<file path="src/rtl/rr_mux_arb_pkg.sv">
// Shared types and sizes for the round-robin 4:1 mux arbiter.
package rr_mux_arb_pkg;

    localparam int unsigned N_REQ = 4;
    localparam int unsigned SEL_W = 2;
    localparam int unsigned CNT_W = 8;

    typedef logic [SEL_W-1:0] sel_t;

    typedef enum logic [0:0] {
        EMPTY = 1'b0,
        FULL  = 1'b1
    } state_t;

endpackage

</file>
<file path="src/rtl/mux_4_1.sv">
// Generic 4:1 data mux selected by a 2-bit index.
module mux_4_1 #(
    parameter int unsigned W = 4
) (
    input  logic [W-1:0] d0,
    input  logic [W-1:0] d1,
    input  logic [W-1:0] d2,
    input  logic [W-1:0] d3,
    input  logic [1:0]   sel,
    output logic [W-1:0] y
);

    always_comb begin
        y = d0;
        case (sel)
            2'd0:    y = d0;
            2'd1:    y = d1;
            2'd2:    y = d2;
            default: y = d3;
        endcase
    end

endmodule

</file>
<file path="src/rtl/rr_pick4.sv">
// Rotating first-valid search over four requesters, starting at ptr.
module rr_pick4
    import rr_mux_arb_pkg::*;
(
    input  logic [N_REQ-1:0] req,
    input  sel_t             ptr,
    output sel_t             gnt_idx,
    output logic             any
);

    sel_t idx;

    // Walk the ring backwards so the entry closest to ptr is written last.
    always_comb begin
        idx     = '0;
        gnt_idx = ptr;
        for (int k = N_REQ - 1; k >= 0; k--) begin
            idx = sel_t'(ptr + sel_t'(k));
            if (req[idx]) begin
                gnt_idx = idx;
            end
        end
        any = |req;
    end

endmodule

</file>
<file path="src/rtl/rr_mux_arb.sv">
// Round-robin arbiter sharing one 4:1 mux into a single output register.
// Optional per-requester grant counters when RR_MUX_ARB_STATS_EN is defined.
module rr_mux_arb
    import rr_mux_arb_pkg::*;
#(
    parameter int unsigned DATA_W = 4
) (
    input  logic                    clk,
    input  logic                    rst_n,
    input  logic [N_REQ-1:0]        req_valid,
    input  logic [N_REQ*DATA_W-1:0] req_data,
    output logic [N_REQ-1:0]        req_ready,
    output logic                    out_valid,
    output logic [DATA_W-1:0]       out_data,
    output sel_t                    out_sel,
`ifdef RR_MUX_ARB_STATS_EN
    output logic [N_REQ*CNT_W-1:0]  grant_cnt,
`endif
    input  logic                    out_ready
);

    state_t            state_q, state_d;
    sel_t              ptr_q, ptr_d;
    sel_t              sel_q, sel_d;
    logic [DATA_W-1:0] data_q, data_d;

    sel_t              gnt_idx;
    logic              any_valid;
    logic [DATA_W-1:0] mux_y;
    logic              accept_en_c;
    logic              accept_c;

    rr_pick4 u_pick (
        .req     (req_valid),
        .ptr     (ptr_q),
        .gnt_idx (gnt_idx),
        .any     (any_valid)
    );

    mux_4_1 #(.W(DATA_W)) u_mux (
        .d0  (req_data[0*DATA_W +: DATA_W]),
        .d1  (req_data[1*DATA_W +: DATA_W]),
        .d2  (req_data[2*DATA_W +: DATA_W]),
        .d3  (req_data[3*DATA_W +: DATA_W]),
        .sel (gnt_idx),
        .y   (mux_y)
    );

    // rst_n gates accept so no strobe escapes while reset is asserted.
    assign accept_en_c = (state_q == EMPTY) | out_ready;
    assign accept_c    = accept_en_c & any_valid & rst_n;

    always_comb begin
        state_d   = state_q;
        ptr_d     = ptr_q;
        sel_d     = sel_q;
        data_d    = data_q;
        req_ready = '0;
        case (state_q)
            EMPTY: if (accept_c) state_d = FULL;
            FULL:  if (out_ready) state_d = accept_c ? FULL : EMPTY;
            default: state_d = EMPTY;
        endcase
        if (accept_c) begin
            req_ready[gnt_idx] = 1'b1;
            ptr_d              = sel_t'(gnt_idx + sel_t'(1));
            sel_d              = gnt_idx;
            data_d             = mux_y;
        end
    end

    always_ff @(posedge clk or negedge rst_n) begin
        if (!rst_n) begin
            state_q <= EMPTY;
            ptr_q   <= '0;
            sel_q   <= '0;
            data_q  <= '0;
        end else begin
            state_q <= state_d;
            ptr_q   <= ptr_d;
            sel_q   <= sel_d;
            data_q  <= data_d;
        end
    end

    assign out_valid = (state_q == FULL);
    assign out_data  = data_q;
    assign out_sel   = sel_q;

`ifdef RR_MUX_ARB_STATS_EN
    logic [CNT_W-1:0] cnt_q [N_REQ];

    // Saturating accept counters, one per requester.
    always_ff @(posedge clk or negedge rst_n) begin
        if (!rst_n) begin
            for (int i = 0; i < int'(N_REQ); i++) cnt_q[i] <= '0;
        end else if (accept_c && (cnt_q[gnt_idx] != '1)) begin
            cnt_q[gnt_idx] <= cnt_q[gnt_idx] + CNT_W'(1);
        end
    end

    always_comb begin
        grant_cnt = '0;
        for (int i = 0; i < int'(N_REQ); i++) begin
            grant_cnt[i*CNT_W +: CNT_W] = cnt_q[i];
        end
    end
`endif

endmodule

</file>
<file path="config.mk">
export PLATFORM = sky130hd
export DESIGN_NAME = rr_mux_arb
export DESIGN_NICKNAME = d
export VERILOG_FILES = /design/src/rtl/rr_mux_arb_pkg.sv /design/src/rtl/mux_4_1.sv /design/src/rtl/rr_pick4.sv /design/src/rtl/rr_mux_arb.sv
export SDC_FILE = /design/constraint.sdc
export NUM_CORES = 1
export LEC_CHECK = 0
export BUFFER_PORTS_ARGS = -buffer_cell sky130_fd_sc_hd__buf_2
export CORE_UTILIZATION = 48
export CTS_CLUSTER_SIZE = 14
export DETAILED_ROUTE_END_ITERATION = 7
export GPL_ROUTABILITY_DRIVEN = 0
export GPL_TIMING_DRIVEN = 0
export PLACE_DENSITY = 0.79
export SLEW_MARGIN = 40
export SYNTH_ARGS = -nofsm -noshare
export SYNTH_HDL_FRONTEND = slang
export SYNTH_SLANG_ARGS = --single-unit
</file>
<file path="constraint.sdc">
create_clock -name clk -period 2.1 [get_ports clk]
set_clock_uncertainty 0.05 [all_clocks]
set_input_delay 0.42 -clock clk [delete_from_list [all_inputs] [get_ports clk]]
set_output_delay 0.42 -clock clk [all_outputs]
set_load 0.03 [all_outputs]
</file>
==> results.yml, run 1 <==
status:
  result_of_the_run: "complete, but fails checks"
  failed_checks: "setup timing"
finish:
  drive_above_1_share_pct: 53.1
  num-fill-cells: 119
  utilization_pct: 75.5
  area_delta_synth_final_pct: 47.6
  multiInputGateArea_um2: 684
  final-seq-area_um2: 226
  diodes_inserted: 0
  nNetsFinal: 171
timing:
  timing_worst_slew_pin_value_ns: 0.450
  whs_ns: 0.436
  timing_max_transition_violations_final: 0
  worst_slew_margin_rel_pct: 69.9
  timing.final.setup_violations: 4
  clock.fmax_mhz: 460
  setup_repair_after_global_routing_missed_its_margin: "true"
  timing.final.crit_share_pct: 104
  final_critical_path_setup_slack_ns: -0.0739
  layout_min_cycle_time_ns: 2.17
  final-hold-violation-count: 0
power:
  p_sw_share_pct: 45.2
  p_clk_share_pct: 12.1
  p_leak_nw: 0.578
  cell_internal_pwr_uw: 647
  sequentialPowerShare_pct: 22.9
  power_switching_uw: 534
  ir_worst_vdd_uv: 677
  power.combinational.fraction_pct: 65.0
  power.density_cell_area_nw_per_um2: 906
synthesis:
  syn-instance-count: 101
  asyncSetResetFlopFracSynth_pct: 100
  net_count_after_synthesis: 124
  netlist_area_um2: 883
  postSynthRegisterBits: 9
  synth.avg_cell_area_um2: 8.75
  synth_seq_area_share_pct: 25.5
  yosys_most_used_dff: "sky130_fd_sc_hd__dfrtp_1"
  ys_types: 40
  ys.warnings.count: 0
  synth_edf_count: 0
cts:
  clock_latency_at_the_later_pin_of_the_worst_skew_pair_ns: 0.27
  cts_tree: "done"
  cts-buffers-inserted: 3
  clkTransAtPathRegs_ns: 0.06
  clockRootBuffer: "sky130_fd_sc_hd__clkbuf_4"
  clock_path_buffers: 2
  cts_max_level: 1
  total_number_of_clock_tree_sinks: 9
grt:
  antenna_found_initial: 0
  wire_length_of_the_first_global_routing_pass_um: 3830
  global_route.peak_usage_layer: "met2"
  grt_start_max_net_pins: 12
  use_met3_pct: 4.00
  grt_pass1_vias: 879
  grt_util_met2_pct: 48.5
  globalRoute.totalOverflow: 0
  use_met1_pct: 31.6
  grtUsageTotal_pct: 26.5
routing:
  number_of_iterations_in_the_first_detailed_routing_pass: 4
  routed_via_density: 5.66
  post_drt_wl_per_cell_um: 14.6
  detail_route.iter0.violations: 21
  drcViolationCount: 0
  drt-total-wl_um: 2510
  route.antenna.remaining_nets: 0
  dr_total_vias: 973
floorplanning:
  floorplan.die.height_um: 44.9
  num_rows: 15
  core_um2: 1730
  top_level_ports: 34
  floorplan.initialDensity_pct: 51.2
  die_x_um: 44.9
  dieArea_um2: 2020
worst_setup_path:
  regToRegStartpoint: "ptr_q[0]"
  timing.critical_path.required_ns: 1.63
  ff2ff_setup_slack_ns: 0.19
  startpoint: "ptr_q[0]"
  worst_reg2reg_endpoint: "out_data[1]"
  timing.critical_path.from_type: "flip-flop"
  timing.reg2reg.worst_path_depth: 8
  critPathMaxFanout: 4
  critical_path_arrival_ns: 1.70
  crit_end: "req_ready[0]"
  critPathKind: "flip-flop to output port"
  end_kind: "output port"
worst_hold_path:
  hold_path.startpoint: "out_sel[0]"
  worst_hold_path_type: "flip-flop to flip-flop"
place:
  portBuffers: 31
  place.detailed.hpwl_um: 1650
job:
  maxCapViolations: 0
==> cell usage in the layout, fill, tap and decap left out, drive strengths merged <==
cell and instances:
o221ai 4, or2b 2, inv 1, dfrtp 9, o21ai 9, nor2 11, o31ai 4, nand2 13
dlygate4sd3 1, or2 1, nor3 4, o31a 3, a211oi 5, o21bai 1, or4b 1, o311a 1
nand3 1, o211ai 1, a21oi 2, o41ai 2, nand2b 4, a21boi 3, nor3b 5, nor4b 1
clkbuf 4, nor2b 4, xnor2 1, buf 48, or3 1
==> cell usage after synthesis (3+ instances only) <==
cell type | number | area share [%]
sky130_fd_sc_hd__nor3b_1 | 5 | 4.2
sky130_fd_sc_hd__a211oi_1 | 4 | 3.4
sky130_fd_sc_hd__nor2_1 | 11 | 4.7
sky130_fd_sc_hd__o31a_1 | 3 | 3.0
sky130_fd_sc_hd__buf_2 | 3 | 1.7
sky130_fd_sc_hd__nand2_1 | 13 | 5.5
sky130_fd_sc_hd__o21ai_0 | 8 | 4.5
sky130_fd_sc_hd__nor3_1 | 3 | 1.7
sky130_fd_sc_hd__o31ai_1 | 3 | 2.5
sky130_fd_sc_hd__o221ai_1 | 4 | 4.0
sky130_fd_sc_hd__dfrtp_1 | 9 | 25
==> cells by family after synthesis <==
family	synth area share, %
and+or+nand+nor	31.9
AOI/OAI and AO/OA	35.3
DFF	25.5
buffers and inverters	6.37
xor gates and xnor gates	0.992
==> how the worst min path moves through the flow <==
stage | endpoint | slack, ns | depth (start not counted)
2_1_floorplan | out_data[0] | 0.07 | 0
3_3_place_gp | out_sel[1] | 0.24 | 1
3_5_place_dp | out_sel[1] | 0.25 | 1
4_1_cts | out_sel[0] | 0.42 | 2
5_1_grt | out_sel[0] | 0.46 | 2
6_report | out_sel[0] | 0.44 | 2
==> critical path, stage by stage, from the launching register on <==
cell	delay, ns
sky130_fd_sc_hd__dfrtp_1	0.34
sky130_fd_sc_hd__buf_6	0.13
sky130_fd_sc_hd__buf_12	0.10
sky130_fd_sc_hd__nor2b_4	0.04
sky130_fd_sc_hd__o41ai_4	0.39
sky130_fd_sc_hd__buf_4	0.22
sky130_fd_sc_hd__nor3_2	0.05
sky130_fd_sc_hd__buf_4	0.17
==> registers in the layout, summed over array words and instances, names as in the netlist <==
signal     cells
out_valid      1
out_data       4
out_sel        2
ptr_q          2
==> area by class of cell <==
| type | instances | share of cell area, % |
|---|---|---|
| tap | 25 | 2.40 |
| timing repair buffer | 43 | 21.6 |
| buffer | 6 | 3.84 |
| clock buffer | 4 | 2.02 |
| sequential | 9 | 17.4 |
| multi-input combinational | 84 | 52.5 |
| inverter | 1 | 0.288 |
==> power groups by stage <==
stage | clock (mW) | sequential (mW) | combinational (mW)
after floorplan | 0 | 0.343 | 0.372
after global placement | 0 | 0.264 | 0.585
after detailed placement | 0 | 0.264 | 0.596
after CTS | 0.141 | 0.267 | 0.713
after global routing | 0.149 | 0.275 | 0.820
final | 0.143 | 0.270 | 0.767
==> layer usage <==
metal | routed length [µm] | vias up | share of wire (%)
met1 | 995 | 460 | 40
met4 | 44 | 0 | 1.8
met2 | 1350 | 40 | 54
li1 | - | 466 | -
met5 | 0 | - | 0
met3 | 115 | 7 | 4.6
==> per-stage QoR <==
step | area, µm² | worst slack, ns | power [mW] | std cells | setup TNS [ns]
5_1_grt | 1300 | -0.152 | 1.24 | 172 | -0.484
2_1_floorplan | 888 | -0.0834 | 0.716 | 101 | -0.217
4_1_cts | 1240 | -0.0365 | 1.12 | 169 | -0.122
3_3_place_gp | 1070 | -0.280 | 0.849 | 157 | -0.877
6_report | 1300 | -0.0739 | 1.18 | 172 | -0.199
3_5_place_dp | 1070 | -0.265 | 0.860 | 157 | -0.872
==> repair_timing <==
action / in CTS / in global routing
hold buffers: 1 / 0
setup endpoints to repair: 4 / 8
hold endpoints to repair: 9 / 0
gates resized for setup: 18 / 11
pin swaps: 6 / 5
setup buffers: 8 / 3
(Power assumes the default switching activity.)
==> inputs of run 2 (changes only) <==
--- a/config.mk
+++ b/config.mk
@@ -6,13 +6,14 @@
 export NUM_CORES = 1
 export LEC_CHECK = 0
 export BUFFER_PORTS_ARGS = -buffer_cell sky130_fd_sc_hd__buf_2
-export CORE_UTILIZATION = 48
+export CORE_UTILIZATION = 43
 export CTS_CLUSTER_SIZE = 14
 export DETAILED_ROUTE_END_ITERATION = 7
 export GPL_ROUTABILITY_DRIVEN = 0
 export GPL_TIMING_DRIVEN = 0
-export PLACE_DENSITY = 0.79
+export PLACE_DENSITY = 0.74
 export SLEW_MARGIN = 40
 export SYNTH_ARGS = -nofsm -noshare
 export SYNTH_HDL_FRONTEND = slang
+export SYNTH_HIERARCHICAL = 1
 export SYNTH_SLANG_ARGS = --single-unit
==> results.yml, run 2 <==
status:
  result_of_the_run: "complete, but fails checks"
  failed_checks: "setup timing"
worst_setup_path:
  critical_path_arrival_ns: 1.94
  critical_path_buf_inv_count: 2
  end_kind: "output port"
  worstPathCellList: "and2b_2 > or4_4 > nand2_4 > inv_4 > ha_4 > and2_4 > buf_6"
  critPathMaxFanout: 4
  timing.critical_path.from_type: "flip-flop"
  slowest_stage: "sky130_fd_sc_hd__or4_4"
  timing.critical_path.required_ns: 1.63
  timing.critical_path.max_delay_family: "simple AND/OR/NAND/NOR gates"
  critPathKind: "flip-flop to output port"
  timing.critical_path.slowest_cell_delay_ns: 0.49
place:
  place.detailed.hpwl_um: 1120
  dpl.cell_count: 101
  portBuffers: 33
synthesis:
  most_frequent_cells_after_synthesis: "sky130_fd_sc_hd__dfrtp_1, sky130_fd_sc_hd__mux2_4, sky130_fd_sc_hd__inv_1"
  ys_types: 20
  synth_top_cell_by_area: "sky130_fd_sc_hd__dfrtp_1"
  synth.avg_cell_area_um2: 12.6
  netlist_area_um2: 667
  yosys_most_used_dff: "sky130_fd_sc_hd__dfrtp_1"
  synth_seq_area_share_pct: 33.8
  postSynthRegisterBits: 9
  syn-instance-count: 53
  yosysMostFrequentCell: "sky130_fd_sc_hd__dfrtp_1"
  post-synth-top-area-fraction_pct: 33.8
  synth_edf_count: 0
  asyncSetResetFlopFracSynth_pct: 100
  post_synth_main_area_contributors: "sky130_fd_sc_hd__dfrtp_1, sky130_fd_sc_hd__mux4_1, sky130_fd_sc_hd__mux2_4, sky130_fd_sc_hd__ha_1, sky130_fd_sc_hd__and2_2"
  net_count_after_synthesis: 80
  ys.warnings.count: 6
power:
  power.density_cell_area_nw_per_um2: 1290
  ir_worst_vdd_uv: 568
  p_leak_nw: 0.525
timing:
  final-hold-violation-count: 0
  timing.final.crit_share_pct: 115
  worst_slew_margin_rel_pct: 72.2
  timing_worst_slew_pin_value_ns: 0.416
  clock.fmax_mhz: 415
  setup_repair_after_global_routing_missed_its_margin: "true"
  layout_min_cycle_time_ns: 2.41
  timing.final.setup_violations: 8
  timing_max_transition_violations_final: 0
  finalSetupTns_ns: -1.36
  final_critical_path_setup_slack_ns: -0.309
grt:
  grt_pass1_vias: 559
  globalRoute.totalOverflow: 0
  antenna_found_initial: 0
  grtUsageTotal_pct: 21.8
  wire_length_of_the_first_global_routing_pass_um: 2350
  grt_start_max_net_pins: 11
cts:
  clock_path_buffers: 2
  clockRootBuffer: "sky130_fd_sc_hd__clkbuf_4"
  clkTransAtPathRegs_ns: 0.06
  cts_tree: "done"
  cts_max_level: 1
  cts-buffers-inserted: 3
  total_number_of_clock_tree_sinks: 9
  clock_latency_at_the_later_pin_of_the_worst_skew_pair_ns: 0.26
finish:
  flip_flop_count_of_the_largest_register_all_copies_and_words_added: 4
  drive_above_1_share_pct: 70.0
  nNetsFinal: 128
  mostFrequentLayoutCells: "sky130_fd_sc_hd__buf_2, sky130_fd_sc_hd__dfrtp_1, sky130_fd_sc_hd__buf_6, sky130_fd_sc_hd__buf_4, sky130_fd_sc_hd__mux2_4"
  area_delta_synth_final_pct: 52.5
  layout.cells.most_common: "sky130_fd_sc_hd__buf_2"
  diodes_inserted: 0
  final_cell_count_no_fill: 115
routing:
  drcViolationCount: 0
  dr_total_vias: 594
  route.antenna.remaining_nets: 0
  post_drt_wl_per_cell_um: 14.3
  drt-total-wl_um: 1640
  number_of_iterations_in_the_first_detailed_routing_pass: 3
  detail_route.iter0.violations: 8
  routed_via_density: 5.17
job:
  maxCapViolations: 0
worst_hold_path:
  worst_hold_path_type: "input pin to flip-flop"
floorplanning:
  dieArea_um2: 1710
  top_level_ports: 34
  die_x_um: 41.4
  num_rows: 13
  core_um2: 1370
  floorplan.initialDensity_pct: 48.8
  floorplan.die.height_um: 41.4
run 2: cell types whose count changed in the layout (fill, tap and decap cells not counted), moves of 4 or more:
cell                       delta
sky130_fd_sc_hd__nand2_1      -8
sky130_fd_sc_hd__buf_4        -7
sky130_fd_sc_hd__o21ai_0      -4
sky130_fd_sc_hd__mux2_4       +6
sky130_fd_sc_hd__nor3b_1      -5
sky130_fd_sc_hd__a211oi_1     -4
sky130_fd_sc_hd__o221ai_1     -4
sky130_fd_sc_hd__nor2_1       -5
run 2: repair_timing:
action | CTS | global route
pin swaps | 2 | 0
hold buffers | 1 | 0
endpoints found under the hold margin | 9 | 0
resized for setup | 21 | 0
endpoints found under the setup margin | 6 | 8
setup buffers | 7 | 2
run 2: area by class of cell:
cell class / instances / area (µm²)
multi-input combinational: 38 / 439
buffer: 1 / 11.3
inverter: 5 / 21.3
timing repair buffer: 43 / 275
fill: 108 / 349
tap: 15 / 18.8
sequential: 9 / 225
clock buffer: 4 / 26.3
run 2: final timing paths:
check	endpoint	depth (start not counted)	startpoint	slack (ns)
min reg2reg	out_data[1]	1	out_data[1]	0.45
max in group asynchronous	ptr_q[1]	2	rst_n	1.13
min	out_valid	2	out_ready	0.31
min in group asynchronous	out_sel[1]	2	rst_n	0.58
max reg2reg	out_data[2]	7	ptr_q[0]	-0.07
max	req_ready[0]	7	ptr_q[0]	-0.31
run 2: kinds of logic after synthesis:
| kind of cell | count (synthesis) | synth area share [%] |
|---|---|---|
| and+or+nand+nor | 15 | 14.3 |
| AOI/OAI and AO/OA | 7 | 7.32 |
| adders and majority gates | 4 | 7.50 |
| DFF | 9 | 33.8 |
| buffers and inverters | 6 | 4.50 |
| muxes | 12 | 32.6 |
run 2: power by group:
group	internal (mW)	total (mW)	switching, mW
Combinational	0.451	0.867	0.415
Clock	0.0734	0.137	0.0631
Sequential	0.255	0.305	0.0501
Total	0.779	1.31	0.528
run 2: metal layers:
layer  share of wire [%]  global-route usage, %  vias to the layer above
met5                   0                      0                        -
met4                 2.0                   12.1                        0
met3                 3.7                   3.19                        4
met2                  53                   38.3                       24
met1                  42                   25.2                      281
li1                    -                      -                      285
run 2: stage by stage:
step | setup slack, ns | instance area (µm²) | util, % | hold slack, ns | power, mW
floorplan | 0.0106 | 672 | - | 0.0744 | 0.781
global placement | -0.315 | 856 | 62.6 | 0.230 | 0.921
detailed placement | -0.347 | 856 | 62.6 | 0.238 | 0.950
CTS | -0.282 | 1000 | 73.4 | 0.319 | 1.28
global route | -0.352 | 1020 | 74.5 | 0.326 | 1.40
finish | -0.309 | 1020 | 74.5 | 0.314 | 1.31
